==> src/rtl/pulse_interval_analyzer.sv <==
// Measures high width and preceding low gap of an asynchronous pulse stream,
// presenting one record at a time through a valid/ready slot plus running statistics.
module pulse_interval_analyzer #(
  parameter int unsigned SYNC_STAGES = 2,
  parameter int unsigned CW          = 16
) (
  input  logic          clk,
  input  logic          rst,
  input  logic          ena,
  input  logic          pulse_in,
  input  logic          clr_stats,
  input  logic          meas_ready,
  output logic          meas_valid,
  output logic [CW-1:0] meas_width,
  output logic [CW-1:0] meas_gap,
  output logic          meas_sat,
  output logic [CW-1:0] pulse_count,
  output logic [CW-1:0] min_width,
  output logic [CW-1:0] max_width,
  output logic          overrun
);

  localparam logic [1:0] ST_WAIT_LOW = 2'd0;
  localparam logic [1:0] ST_GAP      = 2'd1;
  localparam logic [1:0] ST_HIGH     = 2'd2;

  localparam logic [CW-1:0] CMAX = '1;
  localparam logic [CW-1:0] ONE  = {{(CW-1){1'b0}}, 1'b1};

  logic [SYNC_STAGES-1:0] r_sync;
  logic                   r_s_d;
  logic                   w_s, w_rise, w_fall;

  logic [1:0]    r_state;
  logic [CW-1:0] r_gcnt, r_wcnt, r_glat;

  logic          r_c1_vld, r_c1_sat, r_c2_vld, r_c2_sat;
  logic [CW-1:0] r_c1_w, r_c1_g, r_c2_w, r_c2_g;

  logic          r_valid, r_sat, r_overrun;
  logic [CW-1:0] r_width, r_gap, r_count, r_min, r_max;

  assign w_s    = r_sync[SYNC_STAGES-1];
  assign w_rise = w_s & ~r_s_d;
  assign w_fall = ~w_s & r_s_d;

  always_ff @(posedge clk) begin
    if (rst) begin
      r_sync <= '0;
      r_s_d  <= 1'b0;
    end else begin
      r_sync <= {r_sync[SYNC_STAGES-2:0], pulse_in};
      r_s_d  <= w_s;
    end
  end

  always_ff @(posedge clk) begin
    if (rst) begin
      r_state  <= ST_WAIT_LOW;
      r_gcnt   <= '0;
      r_wcnt   <= '0;
      r_glat   <= '0;
      r_c1_vld <= 1'b0;
      r_c1_w   <= '0;
      r_c1_g   <= '0;
      r_c1_sat <= 1'b0;
    end else begin
      r_c1_vld <= 1'b0;
      if (!ena) begin
        r_state <= ST_WAIT_LOW;
        r_gcnt  <= '0;
        r_wcnt  <= '0;
        r_glat  <= '0;
      end else begin
        case (r_state)
          // Only start once the line is seen low, so a pulse already high is never reported.
          ST_WAIT_LOW: if (!w_s) begin
            r_state <= ST_GAP;
            r_gcnt  <= ONE;
          end
          ST_GAP: if (w_rise) begin
            r_state <= ST_HIGH;
            r_glat  <= r_gcnt;
            r_wcnt  <= ONE;
          end else if (!w_s && r_gcnt != CMAX) begin
            r_gcnt <= r_gcnt + ONE;
          end
          ST_HIGH: if (w_fall) begin
            r_state  <= ST_GAP;
            r_gcnt   <= ONE;
            r_c1_vld <= 1'b1;
            r_c1_w   <= r_wcnt;
            r_c1_g   <= r_glat;
            r_c1_sat <= (r_wcnt == CMAX) || (r_glat == CMAX);
          end else if (w_s && r_wcnt != CMAX) begin
            r_wcnt <= r_wcnt + ONE;
          end
          default: r_state <= ST_WAIT_LOW;
        endcase
      end
    end
  end

  // Extra stage so a record lands SYNC_STAGES+2 cycles after the sampled fall.
  always_ff @(posedge clk) begin
    if (rst) begin
      r_c2_vld <= 1'b0;
      r_c2_w   <= '0;
      r_c2_g   <= '0;
      r_c2_sat <= 1'b0;
    end else begin
      r_c2_vld <= r_c1_vld;
      r_c2_w   <= r_c1_w;
      r_c2_g   <= r_c1_g;
      r_c2_sat <= r_c1_sat;
    end
  end

  always_ff @(posedge clk) begin
    if (rst) begin
      r_valid <= 1'b0;
      r_width <= '0;
      r_gap   <= '0;
      r_sat   <= 1'b0;
    end else if (r_c2_vld && (!r_valid || meas_ready)) begin
      r_valid <= 1'b1;
      r_width <= r_c2_w;
      r_gap   <= r_c2_g;
      r_sat   <= r_c2_sat;
    end else if (r_valid && meas_ready) begin
      r_valid <= 1'b0;
    end
  end

  // A clear coincident with a completion restarts the statistics from that pulse.
  always_ff @(posedge clk) begin
    if (rst) begin
      r_count   <= '0;
      r_min     <= '1;
      r_max     <= '0;
      r_overrun <= 1'b0;
    end else if (clr_stats) begin
      r_count   <= r_c2_vld ? ONE : '0;
      r_min     <= r_c2_vld ? r_c2_w : '1;
      r_max     <= r_c2_vld ? r_c2_w : '0;
      r_overrun <= 1'b0;
    end else if (r_c2_vld) begin
      r_count <= r_count + ONE;
      if (r_c2_w < r_min) r_min <= r_c2_w;
      if (r_c2_w > r_max) r_max <= r_c2_w;
      if (r_valid && !meas_ready) r_overrun <= 1'b1;
    end
  end

  assign meas_valid  = r_valid;
  assign meas_width  = r_width;
  assign meas_gap    = r_gap;
  assign meas_sat    = r_sat;
  assign pulse_count = r_count;
  assign min_width   = r_min;
  assign max_width   = r_max;
  assign overrun     = r_overrun;

endmodule

==> config.mk <==
export PLATFORM = sky130hd
export DESIGN_NAME = pulse_interval_analyzer
export DESIGN_NICKNAME = d
export VERILOG_FILES = /design/src/rtl/pulse_interval_analyzer.sv
export SDC_FILE = /design/constraint.sdc
export NUM_CORES = 1
export LEC_CHECK = 0
export CAP_MARGIN = 20
export CORE_MARGIN = 3
export CORE_UTILIZATION = 60
export CTS_BUF_LIST = sky130_fd_sc_hd__clkbuf_4 sky130_fd_sc_hd__clkbuf_8
export CTS_CLUSTER_DIAMETER = 120
export DETAILED_ROUTE_END_ITERATION = 7
export GPL_ROUTABILITY_DRIVEN = 0
export GPL_TIMING_DRIVEN = 1
export PLACE_DENSITY = 0.89
export SYNTH_ARGS = -nofsm -noshare
export SYNTH_HDL_FRONTEND = slang
export SYNTH_SLANG_ARGS = --single-unit
==> constraint.sdc <==
create_clock -name clk -period 5.7 [get_ports clk]
set_input_delay 0.855 -clock clk [delete_from_list [all_inputs] [get_ports clk]]
set_output_delay 0.855 -clock clk [all_outputs]
set_load 0.005 [all_outputs]
Yosys cells after proc, flatten, opt, wreduce, memory -nomap -nowiden
Index checks and enable logic that the tools add are counted.
- register bits after elaboration: 204
- latch bits: 0
- memory bits (writable): 0
- memory bits (read-only): 0
- input bits: 6
- output and inout bits: 83
- word-level logic and storage cells: 101
- memories kept: 0
- add/sub/neg operators: 3
- multiply operators: 0
- div/mod/pow operators: 0
- order comparisons: 2
- equal/unequal tests: 13
- shifts and indexed selects: 0
- muxes and demuxes: 27
- bitwise operators: 6
- reduce and logical (&&, ||, !) cells: 28
- operator list (operator ; number):
    $mux 16 ; 17
    $add 16x1->16 const B ; 3
    $pmux 16 s3 ; 1
    $eq 16x16->1 const B ; 2
    $ne 16x16->1 const B ; 2
    $pmux 16 s2 ; 1
    $gt 16x16->1 ; 1
    $lt 16x16->1 ; 1
    $ne 2x2->1 const B ; 7
    $reduce_bool 2->1 ; 5
    $reduce_and 2->1 ; 4
    $mux 2 ; 3
    $pmux 2 s3 ; 1
    $reduce_and 3->1 ; 2
    $logic_and 1x1->1 ; 5
    $reduce_and 5->1 ; 1
    $mux 1 ; 4
    $not 1->1 ; 4
    $reduce_and 4->1 ; 1
    $reduce_or 2->1 ; 2
    $logic_not 1->1 ; 3
    $reduce_bool 3->1 ; 1
    $reduce_or 3->1 ; 1
    $and 1x1->1 ; 2
    4 further kinds ; 5

Logic depth before layout (Yosys ltp)
Gate-level depths: netlist of run 1.
- word-level depth: 5
- gate-level depth with buffers: 10
- mapped depth without buffers: 8

Worst setup path before layout of run 1
No wires, ideal clock.
- kind: register to register
- start: register r_max[14] (netlist: max_width[14])
- end: register r_max[10] (netlist: max_width[10])
- setup time: 0.117 ns
- arrival time: 2.291 ns
- required time: 5.583 ns
- slack: 3.292 ns
- stages on the path, launching flop included: 11
- buffers on the path: 2
- period minus slack after synthesis: 2.408 ns
- path through: dfxtp_1 -> inv_1 -> ha_1 -> a21oi_1 -> nand2_1 -> a211o_1 -> or4_4 -> and4b_1 -> buf_6 -> buf_8 -> a22o_1
- cells in the longest elaborated chain, start to end: 3
- ends and longest elaborated chain (what ; RTL line ; source):
    start: declaration ; 41 ; logic [CW-1:0] r_width, r_gap, r_count, r_min, r_max;
    start signal: assignment ; 145 ; r_max <= r_c2_vld ? r_c2_w : '0;
    start signal: assignment ; 150 ; if (r_c2_w > r_max) r_max <= r_c2_w;
    $gt 16x16->1 ; 150 ;
    $reduce_bool 2->1 (no line) ; -- ;
    $reduce_and 2->1 (no line) ; -- ;
Every way passes these cells.
A chain may end at the register's enable or synchronous reset.

Worst setup path in the final report of run 1
- start: register r_max[14] (netlist: max_width[14])
- end: register r_max[1] (netlist: max_width[1])
Same word-level chain as after synthesis.

==> results of run 1 <==
cells by family after synthesis:
| logic type | after synthesis | synth area share |
|---|---|---|
| XOR/XNOR | 40 | 0.04233 |
| adder cells (fa/ha/maj) | 34 | 0.05140 |
| flip-flops | 204 | 0.4934 |
| AND/OR/NAND/NOR | 398 | 0.2257 |
| AO/OA/AOI/OAI | 158 | 0.1209 |
| buffers and inverters | 90 | 0.04444 |
| multiplexers | 18 | 0.02177 |
worst paths after layout:
path | from | end | slack, ns | cells past startpoint
worst min register to register | r_c2_g[13]$_SDFF_PP0_ | meas_gap[13]$_SDFFE_PP0P_ | 0.43 | 2
worst max-delay path | max_width[14]$_SDFFE_PP0P_ | max_width[1]$_SDFFE_PP0P_ | 3.09 | 8
worst min-delay path | r_c2_g[13]$_SDFF_PP0_ | meas_gap[13]$_SDFFE_PP0P_ | 0.43 | 2
worst max register to register | max_width[14]$_SDFFE_PP0P_ | max_width[1]$_SDFFE_PP0P_ | 3.09 | 8
cells in the final DEF (no fill, tap or decap), types with 2 or more instances in the layout:
master	synthesis	routed
dfxtp_1	204	204
nand2_1	186	186
a21oi_1	101	101
clkdlybuf4s50_1	0	87
nor2_1	74	74
nor2b_1	43	42
clkbuf_8	0	36
inv_1	34	34
ha_1	34	34
xor2_1	30	30
nand4_1	23	23
mux2i_1	18	18
nor3b_1	17	17
nand3_1	13	13
xnor2_1	10	10
a22o_1	10	10
clkinv_2	0	9
nor3_1	8	8
o211ai_1	8	8
o21ai_0	7	7
a22o_2	6	6
and3_1	6	6
buf_4	0	6
nand2b_1	5	5
and4_1	5	5
and2_1	5	5
o2111ai_1	5	5
clkbuf_4	0	5
and4b_1	3	3
clkinvlp_4	0	3
bufinv_16	0	3
or2_2	2	2
or3_1	2	2
a21o_1	2	2
nor4_1	2	2
o21a_1	2	2
a311oi_1	2	2
where the power goes:
| part | total [mW] | leakage [nW] | internal (mW) | switching [mW] |
|---|---|---|---|---|
| sequential | 1.43 | 1.64 | 1.43 | 0.00267 |
| combinational | 0.0455 | 1.68 | 0.0121 | 0.0334 |
| clock | 1.33 | 0.370 | 0.757 | 0.573 |
| total | 2.81 | 3.70 | 2.20 | 0.609 |
routing by layer:
layer	vias to the layer above	share of wire
li1	3322	-
met1	3186	0.44
met2	184	0.49
met3	40	0.049
met4	0	0.022
met5	-	0
critical path: cells and delay by family, from the launching register on:
family	cells	cell delay, ns
compound gates	2	0.48
fa+ha+maj	1	0.31
buf+inv	1	0.06
flops	1	0.37
simple gates	4	1.33
cell type report:
type | instances | area, sq um
Sequential cell | 204 | 4084
Multi-Input combinational cell | 648 | 3827
Fill cell | 902 | 3447
Timing Repair Buffer | 94 | 930.9
Clock buffer | 41 | 533.0
Tap cell | 176 | 220.2
Clock inverter | 17 | 177.7
Inverter | 34 | 127.6
through the flow:
| step | worst slack [ns] | std cells | cell area, sq um |
|---|---|---|---|
| floorplan | 3.292 | 942 | 8277 |
| global placement | 2.750 | 1155 | 9175 |
| CTS | 3.114 | 1214 | 9901 |
| global route | 2.962 | 1214 | 9901 |
| detailed placement | 2.725 | 1156 | 9190 |
| finish | 3.094 | 1214 | 9901 |
==> reports/metrics.yaml, run 1 <==
routing:
  drc_errors: 0
  dr.first_iter.drc_count: 479
  vias_per_cell: 5.545
  drt_first_pass_iters: 5
  drtAntennaViolNets: 0
  vias: 6732
  wirelength_um: 18100
  wl_per_cell_um: 14.91
synth:
  synthTopCellsByCount: "204 x dfxtp_1, 186 x nand2_1, 101 x a21oi_1, 74 x nor2_1, 47 x clkbuf_1"
  netlist_instances: 942
  synthArstFlopShare: 0
  synth-seq-cells: 204
  yosys-top-cells-area: "dfxtp_1 49%, nand2_1 8.4%, a21oi_1 6.1%, ha_1 5.1%, nor2_1 3.4%"
  synth_top_area_frac: 0.4934
  syn_area_per_cell_sq_um: 8.786
  netlist-cell-type-count: 54
  yosysMostFrequentCell: "dfxtp_1"
  syn_area_sq_mm: 0.008277
  yosys.area.top_type: "dfxtp_1"
  synthesis.nets: 982
  yosys_warnings: 0
  synth-edff-count: 0
  ys_seq_area_frac: 0.4934
  synth_flop_cell: "dfxtp_1"
worst_setup_path:
  start_kind: "flop"
  max_stage_delay_ns: 0.55
  crit_arrival_ns: 3.11
  crit_slowest_cell: "and4b_1"
  endpoint_kind: "flop"
  critical_path_class: "flop to flop"
  crit_fanout: 16
  crit_chain: "inv_1 -> ha_1 -> nand4_1 -> nor4_1 -> a21boi_0 -> or4_4 -> and4b_1 -> a22o_2"
  required_ns: 6.21
clock_tree:
  cts_tree: "done"
  clockBufferDepth: 3
  clock_latency_ns: 0.58
  root_buffer: "clkbuf_8"
  cts_buffers: 31
  clock_sinks: 204
  post_cts_resize_count: 0
  htreeDepth: 1
  hold_buffers: 0
  postCtsSetupBuffers: 0
  clkTransAtPathRegs_ns: 0.07
timing:
  fmax_mhz: 383.7
  tightest_slew_ns: 1.080
  slew_violations: 0
  final_hold_viol_count: 0
  fin_skew_ns: 0.03064
  final.min_clock_period_ns: 2.606
  tns_ns: 0
  slew_headroom: 0.2788
  grt_setup_unrepaired: "no"
  setup_viol: 0
  min_period_over_period: 0.4572
  timing.hold.ws_ns: 0.4344
pwr:
  leakage_nw: 3.698
  p_total_mw: 2.806
  vdd_ir_drop_max_mv: 0.1668
  power.density_mw_per_mm2: 283.4
hold_path:
  worstHoldPathType: "flop to flop"
cells_and_area:
  area_growth_pct: 19.62
  post-route-util: 0.7418
  nets: 1053
  drive_gt1_frac: 0.07611
  antennaDiodeCount: 0
floorplan:
  initial_utilization: 0.6201
  ios: 89
  num_rows: 42
  die_w_um: 123.5
  die_y_um: 123.5
  die_area_sq_mm: 0.01524
  core_area_sq_mm: 0.01335
global_routing:
  grt_max_degree: 97
  met1_usage: 0.3075
  track_usage: 0.2360
  grtUsageMet3: 0.03980
  grt_pass1_wl_um: 29700
  antenna_found_initial: 0
  grt_busiest_layer: "met2"
  grt_pass1_vias: 6227
  grtUsageMet2: 0.3965
  globalRouteOverflowTotal: 0
place:
  port_buffers: 88
  hpwl_um: 11660
run:
  cap_violations: 0
status:
  status: "completed"
No activity file was read; power rests on OpenSTA's default activity.
==> run 2: changes to the inputs <==
--- a/config.mk
+++ b/config.mk
@@ -7,13 +7,13 @@
 export LEC_CHECK = 0
 export CAP_MARGIN = 20
 export CORE_MARGIN = 3
-export CORE_UTILIZATION = 60
+export CORE_UTILIZATION = 58
 export CTS_BUF_LIST = sky130_fd_sc_hd__clkbuf_4 sky130_fd_sc_hd__clkbuf_8
 export CTS_CLUSTER_DIAMETER = 120
 export DETAILED_ROUTE_END_ITERATION = 7
 export GPL_ROUTABILITY_DRIVEN = 0
 export GPL_TIMING_DRIVEN = 1
-export PLACE_DENSITY = 0.89
+export PLACE_DENSITY = 0.87
 export SYNTH_ARGS = -nofsm -noshare
 export SYNTH_HDL_FRONTEND = slang
 export SYNTH_SLANG_ARGS = --single-unit
==> constraint.sdc (replaced) <==
create_clock -name clk -period 2.5 [get_ports clk]
set_input_delay 0.375 -clock clk [delete_from_list [all_inputs] [get_ports clk]]
set_output_delay 0.375 -clock clk [all_outputs]
set_load 0.005 [all_outputs]
==> run 2 against run 1 <==
Against the previous run:
- utilization is 2.0 points lower
- clock power is 110% higher
- die area is 3.3% higher
- routed wire length is 2.4% higher
- clock skew is 0.022 ns lower
- critical path depth stayed put
- register-to-register slack worse by 3.0 ns
- sequential power is 130% higher
- non-clock buffer count is 29 higher
- hold slack worse by 0.17 ns
- via count is 2.0% higher
- flip-flop and latch count stayed put
==> reports/metrics.yaml, run 2 (synthesis gave the netlist of run 1 again) <==
timing:
  tightest_slew_ns: 0.5350
  final_hold_viol_count: 0
  slew_violations: 0
  tns_ns: 0
  fin_ws_ns: 0.05423
  slew_headroom: 0.6433
  fin_skew_ns: 0.008425
  fmax_mhz: 408.9
  setup_viol: 0
  grt_setup_unrepaired: "yes"
  timing.hold.ws_ns: 0.2643
  min_period_over_period: 0.9783
  final.min_clock_period_ns: 2.446
cells_and_area:
  antennaDiodeCount: 0
  final_common_cell: "dfxtp_1"
  fill_cells: 959
  drive_gt1_frac: 0.09641
  nets: 1082
  area_growth_pct: 21.57
  post-route-util: 0.7221
  final_cell_mix: "204 x dfxtp_1, 186 x nand2_1, 100 x a21oi_1, 87 x clkdlybuf4s50_1, 74 x nor2_1"
hold_path:
  worstHoldPathType: "primary input to flop"
  worstHoldPathCells: 2
routing:
  drc_errors: 0
  drt_first_pass_iters: 5
  vias: 6865
  wl_per_cell_um: 14.97
  drtAntennaViolNets: 0
  vias_per_cell: 5.545
  dr.first_iter.drc_count: 527
  wirelength_um: 18540
worst_setup_path:
  crit_arrival_ns: 2.89
  crit_fanout: 16
  endpoint_kind: "flop"
  r2r_cells: 8
  required_ns: 2.95
  critical_path_class: "flop to flop"
  start_kind: "flop"
clock_tree:
  htreeDepth: 1
  clock_sinks: 204
  clkTransAtPathRegs_ns: 0.07
  cts_tree: "done"
  root_buffer: "clkbuf_8"
  clock_latency_ns: 0.55
  hold_buffers: 0
  cts_buffers: 31
  clockBufferDepth: 3
floorplan:
  die_y_um: 125.5
  num_rows: 43
  core_area_sq_mm: 0.01393
  die_w_um: 125.5
  initial_utilization: 0.5940
  ios: 89
  die_area_sq_mm: 0.01574
pwr:
  p_total_mw: 6.111
  vdd_ir_drop_max_mv: 0.4256
  power.density_mw_per_mm2: 607.3
  leakage_nw: 3.815
place:
  pre_cts_ws_ns: -0.07560
  hpwl_um: 12460
  port_buffers: 88
global_routing:
  antenna_found_initial: 0
  grt_max_degree: 52
  grt_pass1_vias: 6553
  grt_pass1_wl_um: 30930
  track_usage: 0.2300
  globalRouteOverflowTotal: 0
run:
  cap_violations: 0
status:
  status: "completed"
==> run 2: cell type report <==
cell class / count / area (sq um) / share of cell area
inverter: 34 / 127.6 / 0.01268
timing repair buffer: 123 / 1166 / 0.1159
clock buffer: 44 / 561.8 / 0.05583
clock inverter: 5 / 56.30 / 0.005596
multi-input combinational: 648 / 3841 / 0.3817
tap: 180 / 225.2 / 0.02238
sequential: 204 / 4084 / 0.4059
==> run 2: what timing repair did <==
action | CTS | global route
endpoints found under the setup margin | 16 | 16
resized for setup | 2 | 2
pin swaps | 0 | 1
buffers inserted | 0 | 1
==> run 2: final timing paths <==
check | slack (ns) | start | end
worst max-delay path | 0.05 | max_width[14]$_SDFFE_PP0P_ | max_width[0]$_SDFFE_PP0P_
worst min-delay path | 0.26 | rst | r_sync[0]$_SDFF_PP0_
worst max register to register | 0.05 | max_width[14]$_SDFFE_PP0P_ | max_width[0]$_SDFFE_PP0P_
worst min register to register | 0.44 | r_c2_g[2]$_SDFF_PP0_ | meas_gap[2]$_SDFFE_PP0P_
==> run 2: where the power goes <==
group	leakage, nW	internal, mW	switching [mW]
clock network	0.330	1.53	1.19
logic	1.84	0.0398	0.0829
registers	1.64	3.26	0.00627
total	3.82	4.83	1.28
==> run 2: metal layers <==
layer / part of all wire / track usage / up-vias
li1: - / - / 3364
met1: 0.45 / 0.3092 / 3235
met2: 0.46 / 0.3779 / 225
met3: 0.067 / 0.03802 / 41
met4: 0.021 / 0.07844 / 0
met5: 0 / 0 / -
==> run 2: critical path, cell delays in order, from the launching register on <==
cell,delay [ns]
dfxtp_1,0.34
inv_1,0.05
ha_1,0.34
a21oi_2,0.17
nand2_1,0.08
a211o_1,0.30
or4_4,0.54
and4b_4,0.28
a22o_2,0.23
==> run 2: stage by stage <==
step                cells  area [sq um]
floorplan             942          8277
global placement     1188          9423
detailed placement   1188          9423
CTS                  1237         10040
global route         1238         10060
finish               1238         10060
==> run 3: changes to the inputs <==
--- a/config.mk
+++ b/config.mk
@@ -6,6 +6,7 @@
 export NUM_CORES = 1
 export LEC_CHECK = 0
 export CAP_MARGIN = 20
+export CORE_ASPECT_RATIO = 1.2
 export CORE_MARGIN = 3
 export CORE_UTILIZATION = 58
 export CTS_BUF_LIST = sky130_fd_sc_hd__clkbuf_4 sky130_fd_sc_hd__clkbuf_8
==> run 3 against run 2 <==
Against the previous run:
- combinational power down 3%
- routed wire length down 2.1%
- die area about the same
- clock-buffer cell count down 1
- utilization up 0.82 points
- register-to-register slack worse by 0.03 ns
- power up 2.5%
- sequential share of layout area down 0.23 points
- critical endpoint is now max_width[15]$_SDFFE_PP0P_
==> reports/metrics.yaml, run 3 (synthesis gave the netlist of run 1 again) <==
hold_path:
  worstHoldPathCells: 2
  worstHoldPathType: "primary input to flop"
timing:
  fin_skew_ns: 0.01084
  final.min_clock_period_ns: 2.474
  timing.hold.ws_ns: 0.1310
  slew_headroom: 0.5843
  fin_ws_ns: 0.02590
  setup_viol: 0
  final_hold_viol_count: 0
  fmax_mhz: 404.2
  tightest_slew_ns: 0.6235
  min_period_over_period: 0.9896
  slew_violations: 0
  tns_ns: 0
routing:
  topRoutingLayerUsed: "met4"
  vias_per_cell: 5.532
  dr_wl_met2_um: 9119
  dr.first_iter.drc_count: 478
  drt-met1-wl_um: 7822
  wirelength_um: 18150
  wl_per_cell_um: 14.69
  drc_errors: 0
  vias: 6837
  met3_length_um: 820
  drt_first_pass_iters: 5
  drtAntennaViolNets: 0
floorplan:
  initial_utilization: 0.5964
  die_area_sq_mm: 0.01575
  die_w_um: 115.1
  core_area_sq_mm: 0.01388
  die_y_um: 136.9
  num_rows: 47
  ios: 89
cells_and_area:
  antennaDiodeCount: 0
  nets: 1082
  drive_gt1_frac: 0.1089
  final_common_cell: "dfxtp_1"
  final_cell_mix: "199 x dfxtp_1, 185 x nand2_1, 100 x a21oi_1, 87 x clkdlybuf4s50_1, 74 x nor2_1"
  area_growth_pct: 22.45
global_routing:
  globalRouteOverflowTotal: 0
  grt_pass1_wl_um: 29920
  track_usage: 0.2258
  grt_max_degree: 58
  antenna_found_initial: 0
  grt_pass1_vias: 6516
clock_tree:
  htreeDepth: 1
  hold_buffers: 0
  clock_sinks: 204
  cts_buffers: 29
  root_buffer: "clkbuf_8"
  clkTransAtPathRegs_ns: 0.07
  cts_tree: "done"
  clock_latency_ns: 0.55
  clockBufferDepth: 3
worst_setup_path:
  required_ns: 2.94
  endpoint: "max_width[15]$_SDFFE_PP0P_"
  r2r-start: "max_width[13]$_SDFFE_PP0P_"
  crit_arrival_ns: 2.92
  r2r_slack_ns: 0.03
  endpoint_kind: "flop"
  critical_path_class: "flop to flop"
  r2r_cells: 9
  crit_fanout: 12
  r2r-end: "max_width[15]$_SDFFE_PP0P_"
  critPathLaunch: "max_width[13]$_SDFFE_PP0P_"
  start_kind: "flop"
status:
  status: "completed"
pwr:
  leakage_nw: 3.852
  combPwrFrac: 0.019
  p_total_mw: 6.265
  power_switching_mw: 1.330
  seqPwrFrac: 0.520
  power.density_mw_per_mm2: 618.1
  p_int_mw: 4.934
  clock_power_share: 0.461
  vdd_ir_drop_max_mv: 0.3338
  switching_share: 0.2123
place:
  hpwl_um: 12380
  port_buffers: 88
  pre_cts_ws_ns: 0.01873
run:
  cap_violations: 0
run 3: changes by cell type in the layout (fill, tap and decap cells not counted), moves of 2 or more:
cell	previous run	this run
clkinv_2	3	7
dfxtp_1	204	199
dfxtp_2	0	5
buf_4	34	36
run 3: per-stage QoR:
step                      instance area (sq um)    util  cells
after detailed placement                   9419  0.6787   1180
after CTS                                 10090  0.7270   1234
after global routing                      10130  0.7303   1236
final                                     10130  0.7303   1236
after floorplan                            8277       -    942
after global placement                     9419  0.6787   1180
run 3: critical path, cell delays in order (launching register included):
cell and delay (ns):
dfxtp_2 0.35, inv_1 0.05, ha_1 0.32, nand3_1 0.12, nand2_1 0.07, a211o_1 0.31
or4_4 0.54, and4b_2 0.27, buf_12 0.15, a22o_2 0.20
run 3: power by group through the flow:
| stage | clock network [mW] | registers, mW | logic (mW) |
|---|---|---|---|
| finish | 2.89 | 3.26 | 0.119 |
| global route | 3.08 | 3.26 | 0.130 |
| CTS | 2.93 | 3.26 | 0.120 |
| detailed placement | 0 | 3.33 | 0.119 |
| global placement | 0 | 3.33 | 0.117 |
| floorplan | 0 | 3.33 | 0.0855 |
run 3: how the worst min path moves through the flow:
stage / start / end / slack [ns]
floorplan: r_c1_vld$_SDFF_PP0_ / r_c2_vld$_SDFF_PP0_ / 0.41
global placement: r_c1_vld$_SDFF_PP0_ / r_c2_vld$_SDFF_PP0_ / 0.42
detailed placement: r_sync[0]$_SDFF_PP0_ / r_sync[1]$_SDFF_PP0_ / 0.43
CTS: rst / meas_sat$_SDFFE_PP0P_ / 0.11
global route: rst / meas_sat$_SDFFE_PP0P_ / 0.12
finish: rst / meas_sat$_SDFFE_PP0P_ / 0.13
run 3: repair_timing:
action                     in CTS  in global routing
gates resized for setup         2                  8
pin swaps                       0                  3
setup buffers                   0                  2
gates cloned                    0                  0
setup endpoints to repair       6                 16
run 3: routing by layer:
layer | GRT usage | vias to the layer above
met5 | 0 | -
met4 | 0.07241 | 0
met3 | 0.03229 | 28
met2 | 0.4041 | 179
met1 | 0.2779 | 3261
li1 | - | 3369
run 3: area by class of cell:
type / instances / area [sq um]
Clock inverter: 11 / 113.9
Fill cell: 938 / 3744
Sequential cell: 204 / 4090
Inverter: 34 / 127.6
Tap cell: 171 / 214.0
Timing Repair Buffer: 125 / 1181
Clock buffer: 43 / 554.3
Multi-Input combinational cell: 648 / 3854
